## src/rtl/occf_wb_sink.sv

```systemverilog
// ---------------------------------------------------------------------------
// occf_wb_sink
//
// OCC fabric sink. A Wishbone pipelined (B4) write-only slave that receives a
// 128-bit packet stream (one packet = one CYC assertion), buffers each word
// together with SOF/EOF framing in a small FIFO, and replays it on a simple
// dreq/dvalid port towards the OCC packet-processing logic.
//
// FIFO entry layout: {sof, eof, adr[3:0], sel[15:0], dat[127:0]} = 150 bits.
// An entry with eof=1 is a packet-end marker and carries no data.
//
// Parameters
//   g_FIFO_DEPTH          FIFO entries, power of 2, >= 4
//   g_WITH_FIFO_INFERRED  1: register-array storage (reset-cleared)
//                         0: RAM-style storage (no reset on the array)
//                         Cycle behaviour is identical for both.
//
// Compile-time option
//   OCCF_SINK_ERR_EN      when defined, a non-stalled strobe with we=0 gives a
//                         one-cycle snk_err_o pulse instead of an ack. When not
//                         defined, snk_err_o is tied low and such strobes are
//                         silently dropped.
//
// Ports
//   clk_i, rst_n_i        clock; asynchronous reset, active HIGH despite name
//   snk_*                 Wishbone B4 pipelined slave (write data in,
//                         stall/ack/err/rty out; rty is always 0)
//   addr_o, data_o,
//   bytesel_o, dvalid_o   popped word, valid for one cycle per word
//   sof_o                 high with the first word of a packet
//   eof_o                 packet-end pulse, dvalid_o is low in that cycle
//   dreq_i                consumer ready; at most one FIFO pop per cycle
//
// Handshake: a WB word is taken on a clock edge where cyc & stb & we & ~stall;
// snk_ack_o follows one cycle later. On the output side a pop happens on an
// edge where dreq_i & ~empty, and the popped entry is presented the following
// cycle; every output is 0 in cycles that do not follow a pop.
// ---------------------------------------------------------------------------
module occf_wb_sink #(
    parameter int g_FIFO_DEPTH         = 8,
    parameter bit g_WITH_FIFO_INFERRED = 1'b1
) (
    input  logic         clk_i,
    input  logic         rst_n_i,
    input  logic [127:0] snk_dat_i,
    input  logic [3:0]   snk_adr_i,
    input  logic [15:0]  snk_sel_i,
    input  logic         snk_cyc_i,
    input  logic         snk_stb_i,
    input  logic         snk_we_i,
    output logic         snk_stall_o,
    output logic         snk_ack_o,
    output logic         snk_err_o,
    output logic         snk_rty_o,
    output logic [3:0]   addr_o,
    output logic [127:0] data_o,
    output logic         dvalid_o,
    output logic         sof_o,
    output logic         eof_o,
    output logic [15:0]  bytesel_o,
    input  logic         dreq_i
);

    localparam int AW = $clog2(g_FIFO_DEPTH);
    localparam int EW = 150;

    // Pointers carry one extra wrap bit so full and empty are distinguishable.
    logic [AW:0]   wr_ptr_q, wr_ptr_d;
    logic [AW:0]   rd_ptr_q, rd_ptr_d;
    logic [AW:0]   fill;
    logic [EW-1:0] mem_q [g_FIFO_DEPTH];

    logic          cyc_q, cyc_d;
    logic          sof_pend_q, sof_pend_d;
    logic          got_word_q, got_word_d;
    logic          ack_q, ack_d;

    logic          dvalid_q, dvalid_d;
    logic          sof_q, sof_d;
    logic          eof_q, eof_d;
    logic [3:0]    addr_q, addr_d;
    logic [15:0]   sel_q, sel_d;
    logic [127:0]  data_q, data_d;

    logic          stall;
    logic          accept;
    logic          cyc_fall;
    logic          eof_push;
    logic          push;
    logic          empty;
    logic          pop;
    logic [EW-1:0] wr_entry;
    logic [EW-1:0] rd_entry;

    always_comb begin
        fill     = wr_ptr_q - rd_ptr_q;
        // One slot is always held back so the EOF marker can never be refused.
        stall    = (fill >= (AW+1)'(g_FIFO_DEPTH - 1));
        accept   = snk_cyc_i & snk_stb_i & snk_we_i & ~stall;
        cyc_fall = cyc_q & ~snk_cyc_i;
        // Empty cycles (no word accepted) leave no trace in the FIFO.
        eof_push = cyc_fall & got_word_q;
        // accept needs cyc high and eof_push needs cyc low: never both.
        push     = accept | eof_push;
        empty    = (fill == '0);
        pop      = dreq_i & ~empty;
        rd_entry = mem_q[rd_ptr_q[AW-1:0]];

        if (accept) begin
            wr_entry = {sof_pend_q, 1'b0, snk_adr_i, snk_sel_i, snk_dat_i};
        end else begin
            wr_entry = {1'b0, 1'b1, 148'd0};
        end

        wr_ptr_d   = push ? wr_ptr_q + 1'b1 : wr_ptr_q;
        rd_ptr_d   = pop  ? rd_ptr_q + 1'b1 : rd_ptr_q;
        cyc_d      = snk_cyc_i;
        ack_d      = accept;

        sof_pend_d = sof_pend_q;
        if (accept) begin
            sof_pend_d = 1'b0;
        end else if (cyc_fall) begin
            sof_pend_d = 1'b1;
        end

        got_word_d = got_word_q;
        if (cyc_fall) begin
            got_word_d = 1'b0;
        end else if (accept) begin
            got_word_d = 1'b1;
        end

        // Output stage: zero unless something was popped this cycle.
        dvalid_d = 1'b0;
        sof_d    = 1'b0;
        eof_d    = 1'b0;
        addr_d   = '0;
        sel_d    = '0;
        data_d   = '0;
        if (pop) begin
            if (rd_entry[148]) begin
                eof_d = 1'b1;
            end else begin
                dvalid_d = 1'b1;
                sof_d    = rd_entry[149];
                addr_d   = rd_entry[147:144];
                sel_d    = rd_entry[143:128];
                data_d   = rd_entry[127:0];
            end
        end
    end

    always_ff @(posedge clk_i or posedge rst_n_i) begin
        if (rst_n_i) begin
            wr_ptr_q   <= '0;
            rd_ptr_q   <= '0;
            cyc_q      <= 1'b0;
            sof_pend_q <= 1'b1;
            got_word_q <= 1'b0;
            ack_q      <= 1'b0;
            dvalid_q   <= 1'b0;
            sof_q      <= 1'b0;
            eof_q      <= 1'b0;
            addr_q     <= '0;
            sel_q      <= '0;
            data_q     <= '0;
        end else begin
            wr_ptr_q   <= wr_ptr_d;
            rd_ptr_q   <= rd_ptr_d;
            cyc_q      <= cyc_d;
            sof_pend_q <= sof_pend_d;
            got_word_q <= got_word_d;
            ack_q      <= ack_d;
            dvalid_q   <= dvalid_d;
            sof_q      <= sof_d;
            eof_q      <= eof_d;
            addr_q     <= addr_d;
            sel_q      <= sel_d;
            data_q     <= data_d;
        end
    end

    // Storage. Pointers alone define occupancy, so the RAM-style variant does
    // not need its contents cleared on reset.
    generate
        if (g_WITH_FIFO_INFERRED) begin : g_regs
            always_ff @(posedge clk_i or posedge rst_n_i) begin
                if (rst_n_i) begin
                    for (int i = 0; i < g_FIFO_DEPTH; i++) begin
                        mem_q[i] <= '0;
                    end
                end else if (push) begin
                    mem_q[wr_ptr_q[AW-1:0]] <= wr_entry;
                end
            end
        end else begin : g_ram
            always_ff @(posedge clk_i) begin
                if (push) begin
                    mem_q[wr_ptr_q[AW-1:0]] <= wr_entry;
                end
            end
        end
    endgenerate

`ifdef OCCF_SINK_ERR_EN
    logic err_q, err_d;

    always_comb begin
        err_d = snk_cyc_i & snk_stb_i & ~snk_we_i & ~stall;
    end

    always_ff @(posedge clk_i or posedge rst_n_i) begin
        if (rst_n_i) begin
            err_q <= 1'b0;
        end else begin
            err_q <= err_d;
        end
    end

    assign snk_err_o = err_q;
`else
    assign snk_err_o = 1'b0;
`endif

    assign snk_stall_o = stall;
    assign snk_ack_o   = ack_q;
    assign snk_rty_o   = 1'b0;
    assign dvalid_o    = dvalid_q;
    assign sof_o       = sof_q;
    assign eof_o       = eof_q;
    assign addr_o      = addr_q;
    assign bytesel_o   = sel_q;
    assign data_o      = data_q;

endmodule

```

## config.mk

```make
export PLATFORM = sky130hd
export DESIGN_NAME = occf_wb_sink
export DESIGN_NICKNAME = d
export VERILOG_FILES = /design/src/rtl/occf_wb_sink.sv
export SDC_FILE = /design/constraint.sdc
export NUM_CORES = 2
export LEC_CHECK = 0
export CAP_MARGIN = 20
export CORE_MARGIN = 2
export CORE_UTILIZATION = 35
export DETAILED_ROUTE_END_ITERATION = 12
export PLACE_DENSITY_LB_ADDON = 0.15
export SLEW_MARGIN = 30
export SYNTH_ARGS = -nofsm -noshare
export SYNTH_HDL_FRONTEND = slang
export SYNTH_SLANG_ARGS = --single-unit
export TNS_END_PERCENT = 100
```

## constraint.sdc

```tcl
create_clock -name clk_i -period 124.2 [get_ports clk_i]
set_input_delay 18.63 -clock clk_i [delete_from_list [all_inputs] [get_ports clk_i]]
set_output_delay 18.63 -clock clk_i [all_outputs]
set_load 0.01 [all_outputs]
```

==> flow_metrics.env <==
export IMPL_worstReg2RegEnd="mem_q[318]$_DFFE_PP0P_"
export IMPL_slew_headroom=0.2939
export IMPL_ys_warn_count=0
export IMPL_critPathTopFamily="buffers and inverters"
export IMPL_ctsResizeCount=0
export IMPL_cts_tree="done"
export IMPL_synthFlopType="dfrtp_1"
export IMPL_drc=0
export IMPL_dp_hpwl_um=99200
export IMPL_postCtsSetupRepairBufs=0
export IMPL_period_minus_slack_ps=22770
export IMPL_vias_per_cell=5.197
export IMPL_cts_reportedPaths_clkPinSlew_ps=60
export IMPL_crit_end="snk_stall_o"
export IMPL_clk_latency_ps=800
export IMPL_grt_usage=0.2108
export IMPL_final_cell_mix="1491 x nand2_1, 1359 x dfrtp_1, 895 x mux2i_1"
export IMPL_setup_viol=0
export IMPL_dieArea_um2=180100
export IMPL_antenna_found_initial=3
export IMPL_syn_area_um2=61850
export IMPL_vias=41070
export IMPL_synth_edf_count=0
export IMPL_nNetsFinal=5596
export IMPL_drv_cap=0
export IMPL_finalCritPeriodShare=0.1833
export IMPL_final_area_um2=72020
export IMPL_ioPinCount=309
export IMPL_placementRows=154
export IMPL_areaGrowthSynthToFinish_pct=16.45
export IMPL_grt_ovfl_total=0
export IMPL_hold_class="flop to flop"
export IMPL_drt_first_iter_violations=2789
export IMPL_initial_utilization=0.3516
export IMPL_design_core_area_um2=175900
export IMPL_yosys_area_top_type_share=0.5510
export IMPL_reg2reg_slack_ps=117900
export IMPL_firstDrtPassIters=5
export IMPL_detail_route_antenna_nets=0
export IMPL_finalHoldViolCount=0
export IMPL_syn_avg_cell_area_um2=11.65
export IMPL_p_leak_nw=33.94
export IMPL_endpoint_kind="output port"
export IMPL_die_w_um=424.4
export IMPL_cts_inserted_buffers=160
export IMPL_final_common_cell="nand2_1"
export IMPL_min_delay_start="mem_q[509]$_DFFE_PP0P_"
export IMPL_holdPathStages=2
export IMPL_critPathBufInv=2
export IMPL_dieHeight_um=424.4
export IMPL_rsz0062_at_grt="false"
export IMPL_rr_startpoint="rd_ptr_q[2]$_DFFE_PP0P_"
export IMPL_critical_path_class="flop to output port"
export IMPL_cp_startpoint="rd_ptr_q[2]$_DFFE_PP0P_"
export IMPL_synthTopCellsByArea="dfrtp_1 55%, mux2i_1 14%, mux4_2 11%, nand2_1 9.1%, o21ai_0 1.7%"
export IMPL_cts_buffer_depth=3
export IMPL_reg2reg_depth=9
export IMPL_n_fill_cell=16660
export IMPL_synth_top_area_cell="dfrtp_1"
export IMPL_cp_arrival_ps=4140
export IMPL_io_buffers=306
export IMPL_required_ps=105570
export IMPL_htree_levels=4
export IMPL_cp_slowest_stage_delay_ps=980
export IMPL_fmax_ghz=0.04393
export IMPL_p_per_area_nw_per_um2=23.05
export IMPL_final_util=0.4094
export IMPL_place_gp_congestion=0.7180
export IMPL_synthArstFlopShare=1.000
export IMPL_root_buffer="clkbuf_16"
export IMPL_drt_wirelength_per_cell_um=23.84
export IMPL_clock_sinks=1363
export IMPL_fin_tns_setup_ps=0
export IMPL_tightest_slew_ps=1059
export IMPL_grt_pass1_wl_um=288400
export IMPL_place_area_um2=66530
export IMPL_grt_max_degree=173
export IMPL_clock_skew_ps=27.34
export IMPL_worstSetupStartpointType="flop"
export IMPL_maxSlewViolCount=0
export IMPL_path_cells="inv_6, ha_1, and3b_1, o21ai_1, o211ai_1, clkdlybuf4s50_1"
export IMPL_drive_above_1_share=0.1160
export IMPL_drt_wl_total_um=188400
export IMPL_ir_drop_mv=0.02238
export IMPL_ys_ff_latch=1363
export IMPL_synth_cells=5310
export IMPL_ys_types=45
export IMPL_path_depth=6
export IMPL_cts_hold_buffers=0
export IMPL_outcome="complete, no violations"
export IMPL_ys_seq_area_frac=0.5515
export IMPL_grt_pass1_vias=43660
export IMPL_cpMaxStageDelayCell="dfrtp_4"
export IMPL_crit_fanout=51
-- layer usage --
metal / wire, um / vias up / track usage
li1: - / 18370 / -
met4: 4343 / 0 / 0.05676
met5: 0 / - / 0
met2: 91160 / 814 / 0.3468
met1: 86300 / 21640 / 0.2933
met3: 6630 / 255 / 0.02786
-- state kept, by name, indices dropped and copies added (netlist names), 4 cells and up --
register   count
mem_q       1200
data_o       128
bytesel_o     16
addr_o         4
rd_ptr_q       4
wr_ptr_q       4
-- per-stage QoR --
step	power, mW	setup WS [ps]	hold slack (ps)	std cells
3_3_place_gp	1.181	100640	475.8	7607
4_1_cts	1.679	101330	501.1	7898
6_report	1.660	101430	496.3	7903
3_5_place_dp	1.194	100590	489.1	7610
2_1_floorplan	1.039	67140	459.0	5311
5_1_grt	1.764	101050	520.9	7902
-- worst min-delay path by stage --
stage / end
2_1_floorplan: got_word_q$_DFFE_PP0P_
3_3_place_gp: mem_q[536]$_DFFE_PP0P_
3_5_place_dp: mem_q[593]$_DFFE_PP0P_
4_1_cts: mem_q[593]$_DFFE_PP0P_
5_1_grt: mem_q[579]$_DFFE_PP0P_
6_report: mem_q[509]$_DFFE_PP0P_
-- power by group --
group | total (mW) | switching, mW | internal (mW)
clock network | 0.479 | 0.195 | 0.284
registers | 0.697 | 0.0940 | 0.603
logic | 0.484 | 0.258 | 0.226
total | 1.66 | 0.547 | 1.11
-- cell type report --
| cell class | instances | area [um^2] | share of cell area |
|---|---|---|---|
| sequential | 1363 | 34120 | 0.4737 |
| multi-input combinational | 3367 | 25040 | 0.3476 |
| clock buffer | 259 | 4974 | 0.06905 |
| timing repair buffer | 382 | 3961 | 0.05500 |
| tap | 2340 | 2928 | 0.04065 |
| inverter | 162 | 620.6 | 0.008617 |
| clock inverter | 29 | 381.6 | 0.005299 |
| antenna | 1 | 2.502 | 0.00003474 |
-- kinds of logic (layout without fill, tap and decap cells) --
group | count (synthesis) | after routing | share of synthesized area
and+or+nand+nor | 1681 | 1681 | 0.1065
muxes | 1197 | 1197 | 0.2544
adders and majority gates | 6 | 6 | 0.001335
AOI/OAI and AO/OA | 472 | 472 | 0.03876
buffers and inverters | 581 | 832 | 0.04600
DFF | 1363 | 1363 | 0.5515
xor gates and xnor gates | 9 | 9 | 0.001396
other | 1 | 3 | 0.00006063
-- synth_stat cells (3+ instances only) --
cell type and count:
buf_2 120, dfrtp_1 1362, buf_6 55, mux4_2 300, o211ai_1 3, nor2_1 9, buf_1 22, inv_1 161
nor3_1 3, nand2_1 1494, o21ai_1 86, xnor2_1 7, a21oi_1 159, nand3_1 155, ha_1 5, mux2i_1 895
buf_4 27, clkbuf_1 195, o21ai_0 216
-- worst register-to-register path: cells and delay by family, from the launching register on --
family          cells  cell delay [ps]
mux                 1              320
fa+ha+maj           1              520
xor+xnor            1              320
buf+inv             3             2190
flops               1              980
simple gates        2             1710
compound gates      1              170
Note: power is estimated with default switching activity, not from simulation.
